### src/rtl/dmem_pkg.sv
// rtl/dmem_pkg.sv - shared constants for the data-memory arbiter
package dmem_pkg;

  localparam int DEF_ADDR_W = 16;
  localparam int DEF_DATA_W = 32;

  // Arbiter states
  localparam logic [0:0] ST_IDLE    = 1'b0;
  localparam logic [0:0] ST_CORE_RD = 1'b1;

  // Issuing-master encoding reported on owner
  localparam logic [1:0] OWN_NONE = 2'b00;
  localparam logic [1:0] OWN_CORE = 2'b01;
  localparam logic [1:0] OWN_LDR  = 2'b10;

endpackage

### src/rtl/dmem_arbiter.sv
// rtl/dmem_arbiter.sv - core/loader arbiter for the single-port data RAM
module dmem_arbiter
  import dmem_pkg::*;
#(
  parameter int ADDR_W     = DEF_ADDR_W,
  parameter int DATA_W     = DEF_DATA_W,
  parameter int STARVE_LIM = 8
) (
  input  logic              clk,
  input  logic              rst,
  input  logic              core_req,
  input  logic              core_we,
  input  logic [ADDR_W-1:0] core_addr,
  input  logic [DATA_W-1:0] core_wdata,
  output logic [DATA_W-1:0] core_rdata,
  output logic              core_stall,
  input  logic              ldr_req,
  input  logic              ldr_we,
  input  logic [ADDR_W-1:0] ldr_addr,
  input  logic [DATA_W-1:0] ldr_wdata,
  output logic              ldr_gnt,
  output logic              ldr_rvalid,
  output logic [DATA_W-1:0] ldr_rdata,
  output logic              mem_en,
  output logic              mem_we,
  output logic [ADDR_W-1:0] mem_addr,
  output logic [DATA_W-1:0] mem_wdata,
  input  logic [DATA_W-1:0] mem_rdata,
  output logic [1:0]        owner
);

  localparam int CNT_W = $clog2(STARVE_LIM + 1);

  logic [0:0]       state;
  logic [CNT_W-1:0] starve_cnt;
  logic             is_idle;
  logic             is_core_rd;
  logic             starved;
  logic             loader_wins;
  logic             core_wins;

  // Gating with rst keeps the RAM quiet while reset is held.
  assign is_idle     = (state == ST_IDLE) & ~rst;
  assign is_core_rd  = (state == ST_CORE_RD);
  assign starved     = (starve_cnt == CNT_W'(STARVE_LIM));
  assign loader_wins = is_idle & ldr_req & (~core_req | starved);
  assign core_wins   = is_idle & core_req & ~loader_wins;

  assign mem_en    = core_wins | loader_wins;
  assign mem_we    = (core_wins & core_we) | (loader_wins & ldr_we);
  assign mem_addr  = loader_wins ? ldr_addr : core_addr;
  assign mem_wdata = loader_wins ? ldr_wdata : core_wdata;
  assign ldr_gnt   = loader_wins;
  assign owner     = core_wins ? OWN_CORE : (loader_wins ? OWN_LDR : OWN_NONE);

  // A won store retires in one cycle; a load retires in the CORE_RD cycle.
  assign core_stall = core_req & ~(core_wins & core_we) & ~is_core_rd;
  assign core_rdata = is_core_rd ? mem_rdata : '0;

  always_ff @(posedge clk or posedge rst) begin
    if (rst) begin
      state      <= ST_IDLE;
      starve_cnt <= '0;
      ldr_rvalid <= 1'b0;
      ldr_rdata  <= '0;
    end else begin
      state <= (core_wins & ~core_we) ? ST_CORE_RD : ST_IDLE;

      if (ldr_req & ~loader_wins) begin
        if (!starved) starve_cnt <= starve_cnt + CNT_W'(1);
      end else begin
        starve_cnt <= '0;
      end

      // rvalid marks the cycle the RAM presents the loader's word; the
      // register below captures it at the end of that cycle.
      ldr_rvalid <= loader_wins & ~ldr_we;
      if (ldr_rvalid) ldr_rdata <= mem_rdata;
    end
  end

endmodule
### config.mk
export PLATFORM = sky130hd
export DESIGN_NAME = dmem_arbiter
export DESIGN_NICKNAME = d
export VERILOG_FILES = /design/src/rtl/dmem_pkg.sv /design/src/rtl/dmem_arbiter.sv
export SDC_FILE = /design/constraint.sdc
export NUM_CORES = 1
export LEC_CHECK = 0
export ABC_AREA = 1
export CAP_MARGIN = 20
export CORE_AREA = 2 2 99 101
export CTS_BUF_LIST = sky130_fd_sc_hd__clkbuf_2 sky130_fd_sc_hd__clkbuf_4 sky130_fd_sc_hd__clkbuf_8
export CTS_CLUSTER_SIZE = 25
export DETAILED_ROUTE_END_ITERATION = 16
export DIE_AREA = 0 0 101 103
export PLACE_DENSITY = 0.74
export REMOVE_ABC_BUFFERS = 1
export SETUP_SLACK_MARGIN = 0.02
export SKIP_LAST_GASP = 1
export SYNTH_ARGS = -nofsm -noshare
export SYNTH_HDL_FRONTEND = slang
export SYNTH_SLANG_ARGS = --single-unit
### constraint.sdc
create_clock -name clk -period 1.9 [get_ports clk]
set_input_delay 0.38 -clock clk [delete_from_list [all_inputs] [get_ports clk]]
set_output_delay 0.38 -clock clk [all_outputs]
set_load 0.005 [all_outputs]
# After elaboration in Yosys (flattened, before gate mapping)
# Cells that the tools add are included.
[word_totals] regBits=38 latchBits=0 mem_bits_rw=0 rom_bits=0 out_inout_bits=119 memories=0
[classes] n_addsub=1 multipliers=0 n_div=0 n_lt_le_gt_ge=0 eq_ne=2 shifts=0 n_mux=8 n_bitwise=22 reduce_logical=0
[ops] cell="two-way mux 32 bit" n=2
[ops] cell="two-way mux 16 bit" n=1
[ops] cell="bitwise AND 1 bit" n=12
[ops] cell="two-way mux 4 bit" n=2
[ops] cell="NOT 1 bit" n=7
[ops] cell="adder 4 x 1 -> 4 bit (second input constant)" n=1
[ops] cell="== test 4 bit (second input constant)" n=1
[ops] cell="two-way mux 2 bit" n=2
[ops] cell="OR 1 bit" n=3
[ops] cell="!= test 2 bit (second input constant)" n=1
[ops] cell="two-way mux 1 bit" n=1

# Longest topological paths before layout
# Gate-level depths: netlist (run 1).
[logic_depth] depth_word=10 depth_mapped=9 ltp_nobuf=8

# Least setup slack after synthesis (run 1)
# No wires, ideal clock.
[synth_path] path_type="register to output" start="register starve_cnt[0]" end="output port owner[0]" arrival_ps=1314 required_ps=1520 path_slack_ps=206 stages_incl_launch_ff=10 path_cell_list="dfrtp_1 > inv_1 > ha_1 > nand3_2 > nand2_1 > nand2_4 > inv_4 > buf_6 > nor2_1 > buf_4"
[synth_via] elab_chain_cells=6
[synth_rtl] item="from (decl)" line_no="dmem_arbiter.sv:35" source="logic [CNT_W-1:0] starve_cnt;"
[synth_rtl] item="from (signal assigned)" line_no="dmem_arbiter.sv:70" source="if (!starved) starve_cnt <= starve_cnt + CNT_W'(1);"
[synth_rtl] item="== test 4 bit" line_no="dmem_arbiter.sv:45" source="assign starved = (starve_cnt == CNT_W'(STARVE_LIM));"
[synth_rtl] item="OR 1 bit" line_no="dmem_arbiter.sv:46" source="assign loader_wins = is_idle & ldr_req & (~core_req | starved);"
[synth_rtl] item="bitwise AND 1 bit" line_no="dmem_arbiter.sv:46"
[synth_rtl] item="named net ldr_gnt" line_no="dmem_arbiter.sv:21" source="output logic ldr_gnt,"
[synth_rtl] item="NOT 1 bit" line_no="dmem_arbiter.sv:47" source="assign core_wins = is_idle & core_req & ~loader_wins;"
[synth_rtl] item="bitwise AND 1 bit" line_no="dmem_arbiter.sv:47"
[synth_rtl] item="named net core_wins" line_no="dmem_arbiter.sv:40" source="logic core_wins;"
[synth_rtl] item="two-way mux 2 bit" line_no="dmem_arbiter.sv:54" source="assign owner = core_wins ? OWN_CORE : (loader_wins ? OWN_LDR : OWN_NONE);"
[synth_rtl] item="to (decl)" line_no="dmem_arbiter.sv:29" source="output logic [1:0] owner"
# The timed path passes the listed nets, and every way through them passes these cells.

# Worst setup path after layout (run 1)
[layout_path] start="register starve_cnt[0]" end="output port mem_addr[5]"
[layout_via] elab_chain_cells=4
[layout_rtl] item="== test 4 bit" line_no="dmem_arbiter.sv:45"
[layout_rtl] item="OR 1 bit" line_no="dmem_arbiter.sv:46"
[layout_rtl] item="bitwise AND 1 bit" line_no="dmem_arbiter.sv:46"
[layout_rtl] item="two-way mux 16 bit" line_no="dmem_arbiter.sv:51" source="assign mem_addr = loader_wins ? ldr_addr : core_addr;"
[layout_rtl] item="to (decl)" line_no="dmem_arbiter.sv:26" source="output logic [ADDR_W-1:0] mem_addr,"
# Every way passes these cells.

==> summary.txt, run 1 <==
Outcome
  • Outcome: finished with violations
  • Failing checks: negative setup slack

Floorplan
  • # IOs: between 200 and 300
  • Core Area: ~0.0095 mm^2
  • Die ar.: ~0.010 mm^2
  • Die width: approximately 100 um
  • Initial Utilization: between 20 and 30%
  • Site Rows: 36
  • Die Ht: slightly above 100 um

Synthesis
  • Adder-Cell Fraction of Synth Area: 1.03%
  • Synth warnings: 0
  • Post-synth top area cell: dfrtp_1
  • Post-synthesis sequential area ratio: roughly two fifths
  • Syn Inst Count: 335
  • Post-Synth Simple-Gate Area: between 30% and 40%
  • Yosys reg bits: 38
  • Fraction of synthesized cell area taken by the top area cell type: slightly below 40%
  • Avg Inst Size Synth: about 7.3 um^2
  • Main combinational cell family by area after synthesis: simple AND/OR/NAND/NOR gates
  • Post-synthesis xor/xnor area fraction: between 1 and 1.5%
  • Post-synth cell types: 21
  • Mux cell area share after synthesis: 14.8%
  • Post-synthesis cell area: 0.00244 mm^2
  • Main area contributors after synthesis: dfrtp_1, nand2_1, mux2_2
  • Compound-gate portion of the synthesized area: less than 1%

Routing
  • Wirelength per Cell: 15.7 um
  • Antenna Nets Post-Route: 0
  • Number of remaining DRC errors: 0
  • Vias: between 3000 and 4000
  • Drt total wl: ~12000 um
  • DR vias/cell: about 4.4
  • Drt first pass iters: 4
  • Initial DRC Count: 57

Clock tree
  • Worst skew pair latency: 0.29 ns
  • Clock buffer count from CTS: 5
  • Worst-path clk slew: roughly 0.07 ns
  • Clk root buf: clkbuf_8
  • Max H-tree Level: 2
  • CTS tree: built
  • Clk sink count: 38
  • Hold buffer count at CTS: 0
  • Clk buf depth: 2

Placed design
  • Post-placement cell count: 703
  • Gpl congestion: roughly 0.86
  • Port bufs: around 250
  • Place WS: -0.622 ns
  • Detailed Place HPWL: a little over 8000 um

Global routing
  • Tot GR Track Use: a little over a fifth
  • Initial antenna violation count: 0
  • GRT Residual Overflow: 0
  • Global-route wire length before repair: 17100 um
  • Largest net degree at the start of global routing: 33
  • Vias in the first global route: between 3000 and 4000

Cells and area
  • Antenna diodes: 0
  • # nets final: 776
  • Most frequent cells in the layout: clkdlybuf4s50_1, nand2_1, nand2_2, buf_2, dfrtp_1
  • Final Core Density: a little over three fifths
  • Most common cell after layout, fill and taps aside: clkdlybuf4s50_1
  • Layout cells sized above 1: 42.4%
  • Fin cells: between 700 and 800
  • Layout Area Growth over Synthesis: 145%

Worst setup path
  • R2R setup slack: 0.37 ns
  • Critical Path RT: 1.52 ns
  • Slowest stage cell, crit path: dfrtp_1
  • CP Class: reg2out
  • Crit path max fanout: 5
  • Arrival time of the worst setup path: between 1.5 and 2 ns
  • Worst setup SP type: flip-flop
  • WP buf/inv: 5
  • Top delay family on crit path: buffers and inverters
  • Crit. End Element: primary output
  • Critical Path, Cell by Cell: inv_2, ha_4, nand3_4, nand2_4, nand2_8, clkinv_8, buf_8, clkbuf_16, nand2_2, nand2_1, buf_2
  • Max stage delay on crit path: 0.39 ns

STA
  • Measured slew at the worst slew-check pin: about 0.4 ns
  • RSZ-0062 raised after global routing: yes
  • Minimum clock period: approximately 2.1 ns
  • Clock skew: between 0.004 and 0.005 ns
  • Peak Freq: around 470 MHz
  • Fin. max-slew vios: 0
  • Fin. Hold Viols: 0
  • Count of final setup violators: between 50 and 60
  • Worst relative slew slack: approximately 73%
  • Tcrit/Tclk final: 112%
  • Setup WS post-layout: -0.227 ns
  • Setup TNS: -10.13 ns

Power
  • Leakage Power: between 3 and 4 nW
  • VDD IR max: roughly 330 uV
  • PD cells: 555 mW/mm^2

Flow run
  • Max-Cap Viols: 0

Worst hold path
  • Hold WC Path Type: in2async
-- kinds of logic (layout without fill, tap and decap cells) --
kind of cell	count (synthesis)	count (layout)
xor+xnor	3	3
simple gates	198	198
fa+ha+maj	2	2
mux	32	32
compound gates	1	1
flops	38	38
buf+inv	61	367
-- area by class of cell --
cell class | instances | area, um^2
Fill cell | 816 | 3480
Clock inverter | 2 | 60.1
Clock buffer | 6 | 82.6
Sequential cell | 38 | 951
Tap cell | 114 | 143
Timing Repair Buffer | 317 | 3050
Multi-Input combinational cell | 236 | 1530
Inverter | 42 | 170
-- path summary, 6_finish.rpt --
check,start,endpoint,cells after the start
setup / recovery,starve_cnt[0]$_DFFE_PP0P_,mem_addr[5],11
hold / removal,rst,starve_cnt[3]$_DFFE_PP0P_,4
setup reg to reg,starve_cnt[0]$_DFFE_PP0P_,is_core_rd$_DFF_PP0_,10
hold reg to reg,ldr_rdata[6]$_DFFE_PP0P_,ldr_rdata[6]$_DFFE_PP0P_,1
max in group asynchronous,rst,ldr_rdata[0]$_DFFE_PP0P_,4
min in group clk,ldr_rdata[6]$_DFFE_PP0P_,ldr_rdata[6]$_DFFE_PP0P_,1
-- Yosys cell counts, drive strengths merged --
cell type	n
a21oi	1
buf	15
clkbuf	4
dfrtp	38
ha	2
inv	42
mux2	32
nand2	185
nand3	3
nand4	1
nor2	6
nor3	3
xor2	3
-- per-stage QoR --
stage	hold WS (ns)	total power, W	area [um^2]
floorplan	0.443	0.00140	2310
global placement	0.473	0.00234	5170
detailed placement	0.478	0.00236	5170
CTS	0.386	0.00326	5710
global route	0.441	0.00352	5980
finish	0.413	0.00332	5980
-- timing repair --
item | CTS | global route
buffers inserted | 28 | 12
gates resized for setup | 317 | 153
endpoints found under the setup margin | 86 | 82
gates cloned | 8 | 2
pin swaps | 16 | 6
-- state kept, by name, indices dropped and copies added, names as in the netlist --
signal	cells
starve_cnt	4
is_core_rd	1
ldr_rvalid	1
ldr_rdata	32
-- layer usage --
metal  routed length (um)  track usage [%]  part of all wire (%)  up-vias
li1                     -                -                     -     1613
met1                 3990             20.8                    34     1511
met2                 6150             40.2                    52      183
met3                 1140             7.53                   9.6       35
met4                  566             10.6                   4.8        2
met5                   19                0                  0.16        -
-- power breakdown --
| part | internal (W) | switching [W] | total [W] |
|---|---|---|---|
| clock network | 0.000560 | 0.000270 | 0.000830 |
| logic | 0.000932 | 0.000487 | 0.00142 |
| registers | 0.000979 | 0.0000885 | 0.00107 |
| total | 0.00247 | 0.000846 | 0.00332 |
-- tightest hold or removal path, cell delays in order --
cell,delay (ns)
dlygate4sd2_1,0.27
buf_4,0.15
inv_1,0.07
buf_4,0.18
(Power assumes the default switching activity.)
==> inputs of run 2 (changes only) <==
--- a/config.mk
+++ b/config.mk
@@ -12,10 +12,9 @@
 export CTS_CLUSTER_SIZE = 25
 export DETAILED_ROUTE_END_ITERATION = 16
 export DIE_AREA = 0 0 101 103
-export PLACE_DENSITY = 0.74
+export PLACE_DENSITY = 0.84
 export REMOVE_ABC_BUFFERS = 1
 export SETUP_SLACK_MARGIN = 0.02
-export SKIP_LAST_GASP = 1
 export SYNTH_ARGS = -nofsm -noshare
 export SYNTH_HDL_FRONTEND = slang
 export SYNTH_SLANG_ARGS = --single-unit
==> constraint.sdc (replaced) <==
create_clock -name clk -period 1.9 [get_ports clk]
set_input_delay 0.38 -clock clk [delete_from_list [all_inputs] [get_ports clk]]
set_output_delay 0.38 -clock clk [all_outputs]
set_load 0.1 [all_outputs]
==> run 2 against run 1 <==
Net effect: the flow still finishes with violations (negative setup slack); clock-buffer cell count is the same; worst setup slack lost 0.026 ns; largest cell class unchanged; wire length shrank 11%; utilization grew 4.3 points; sequential power is essentially flat; largest power group unchanged; register-to-register slack gained 0.17 ns; maximum frequency shrank 1.2%.
==> summary.txt, run 2 (synthesis results as in run 1) <==
Global routing
  • Largest net degree at the start of global routing: 34 (+3.0%)
  • Tot GR Track Use: 18.7% (-2.7 points)
  • Global-route wire length before repair: 15100 um (-11%)
  • Initial antenna violation count: 0 (unchanged)
  • Vias in the first global route: 3103 (-6.3%)
  • GRT Residual Overflow: 0 (unchanged)

STA
  • Count of final setup violators: 54 (unchanged)
  • Hold WS: 0.346 ns (-0.0673 ns)
  • RSZ-0062 raised after global routing: yes
  • Fin. Hold Viols: 0 (unchanged)
  • Peak Freq: 464 MHz (-1.2%)
  • Setup WS post-layout: -0.253 ns (-0.0261 ns)
  • Minimum clock period: 2.15 ns (+0.0261 ns)
  • Worst relative slew slack: 78.1% (+5.5 points)
  • Clock skew: 0.00620 ns (+0.00204 ns)
  • Fin. max-slew vios: 0 (unchanged)
  • Tcrit/Tclk final: 113% (+1.4 points)
  • Measured slew at the worst slew-check pin: 0.329 ns (-0.0820 ns)

Worst setup path
  • CP startpoint: starve_cnt[1]$_DFFE_PP0P_
  • Reg2reg end: starve_cnt[3]$_DFFE_PP0P_
  • R2R setup slack: 0.54 ns (+0.17 ns)
  • Critical Path, Cell by Cell: inv_2, ha_4, nand3_4, nand2_4, nand2_8, clkinv_8, clkbuf_16, nand2_1, nand2_2, buf_12
  • Crit path max fanout: 10 (+5)
  • Register-to-Register Path Depth: 8 (-2)
  • Slowest stage cell, crit path: dfrtp_1
  • Crit. End Element: primary output
  • Critical Path RT: 1.52 ns (about the same)
  • Arrival time of the worst setup path: 1.77 ns (+0.02 ns)
  • CP Class: reg2out
  • Reg-to-Reg Start: starve_cnt[1]$_DFFE_PP0P_
  • Worst setup SP type: flip-flop
  • Max stage delay on crit path: 0.39 ns (about the same)

Cells and area
  • Final Core Density: 67.4% (+4.3 points)
  • Max reg flops: 32 (unchanged)
  • Largest regs: ldr_rdata x32, starve_cnt x4
  • Layout Area Growth over Synthesis: 161%
  • Most common cell after layout, fill and taps aside: clkdlybuf4s50_1
  • Fill cells: 685 (-16%)
  • Top reg by flops: ldr_rdata
  • Antenna diodes: 0 (unchanged)
  • Cell area after layout: 0.00638 mm^2 (+6.7%)
  • Layout cells sized above 1: 41.9% (-0.53 points)
  • # nets final: 734 (-5.4%)
  • Most frequent cells in the layout: clkdlybuf4s50_1, nand2_1, buf_12, nand2_2, buf_4

Floorplan
  • Core Area: 0.00946 mm^2 (unchanged)
  • Site Rows: 36 (unchanged)
  • Die width: 101 um (unchanged)
  • Initial Utilization: 25.8% (unchanged)
  • # IOs: 253 (unchanged)
  • Die Ht: 103 um (unchanged)
  • Die ar.: 0.0104 mm^2 (unchanged)

Clock tree
  • Clk sink count: 38 (unchanged)
  • Worst skew pair latency: 0.28 ns (about the same)
  • Max H-tree Level: 2 (unchanged)
  • Clock buffer count from CTS: 5 (unchanged)
  • Hold buffer count at CTS: 0 (unchanged)
  • CTS tree: built
  • Clk root buf: clkbuf_8
  • Clk buf depth: 2 (unchanged)
  • Worst-path clk slew: 0.07 ns (about the same)

Routing
  • Drt first pass iters: 4 (unchanged)
  • Drt total wl: 10600 um (-11%)
  • Antenna Nets Post-Route: 0 (unchanged)
  • Vias: 3137 (-6.2%)
  • Wirelength per Cell: 14.9 um (-5.5%)
  • Initial DRC Count: 58 (+1.8%)
  • DR vias/cell: 4.40 (-0.66%)
  • Number of remaining DRC errors: 0 (unchanged)

Placed design
  • Placed Instance Area: 0.00594 mm^2 (+15%)
  • Detailed Place HPWL: 8870 um (+9.3%)
  • Gpl congestion: 0.948 (+11%)
  • Port bufs: 252 (unchanged)
  • Place WS: -0.322 ns (+0.300 ns)

Flow run
  • Max-Cap Viols: 0 (unchanged)

Outcome
  • Outcome: finished with violations
  • Failing checks: negative setup slack

Power
  • Leakage Power: 3.13 nW (-2.0%)
  • Net Sw Frac: 51.9% (+26 points)
  • Logic pwr share: 65.5% (+23 points)
  • Internal power: 0.00264 W (+6.7%)
  • VDD IR max: 548 uV (+68%)
  • PD cells: 859 mW/mm^2 (+55%)
  • Net Sw Power: 0.00285 W (+240%)
  • Total power: 0.00548 W (+65%)
  • Clk pwr share: 14.9% (-10 points)
  • Seq pwr share: 19.6% (-13 points)

Worst hold path
  • Hold WC Path Type: in2async
run 2: cell count changes in the layout (fill, tap and decap cells not counted), sizes merged:
cell / delta
clkbuf: -22
clkdlybuf4s50: -33
dlygate4sd2: -4
clkdlybuf4s15: -4
buf: +21
run 2: critical path, delay by kind of cell, from the launching register on:
kind	cells	cell delay, ns
fa+ha+maj	1	0.15
buf+inv	4	0.51
flops	1	0.39
simple gates	5	0.43
run 2: layout make-up:
cell class              instances  area (um^2)  area share [%]
repair buffers                275         3590            56.2
multi-input cells             236         1390            21.7
flip-flops and latches         38          951            14.9
inverters                      42          170            2.67
well taps                     114          143            2.24
clock buffers                   6         82.6            1.29
clock inverters                 2         60.1           0.941
run 2: timing repair:
action                                  CTS  global route
buffers inserted                          4             1
pin swaps                                 7             1
endpoints found under the setup margin   54            86
cloned                                    1             1
gates resized for setup                  67            13
run 2: power by group through the flow:
stage	logic, W	registers (W)	clock network [W]
final	0.00359	0.00107	0.000819
after global routing	0.00368	0.00109	0.000889
after CTS	0.00359	0.00107	0.000850
after detailed placement	0.00352	0.00109	0
after global placement	0.00349	0.00107	0
after floorplan	0.00108	0.00229	0
run 2: worst max-delay path by stage:
stage	to	slack (ns)	depth (start not counted)
floorplan	owner[0]	-1.46	4
global route	mem_wdata[0]	-0.33	10
finish	mem_wdata[24]	-0.25	10
global placement	mem_wdata[7]	-0.32	7
CTS	mem_addr[13]	-0.28	10
detailed placement	mem_wdata[0]	-0.32	8
run 2: per-layer routing:
layer | up-vias | global-route usage [%] | routed length (um)
li1 | 1527 | - | -
met4 | 0 | 5.41 | 238
met3 | 19 | 4.95 | 933
met5 | - | 0 | 0
met2 | 179 | 38.4 | 5980
met1 | 1412 | 18.1 | 3440
run 2: metrics by stage:
stage,cells,TNS [ns]
finish,713,-11.65
global route,713,-17.24
CTS,711,-12.86
detailed placement,699,-14.95
global placement,699,-13.56
floorplan,316,-60.30
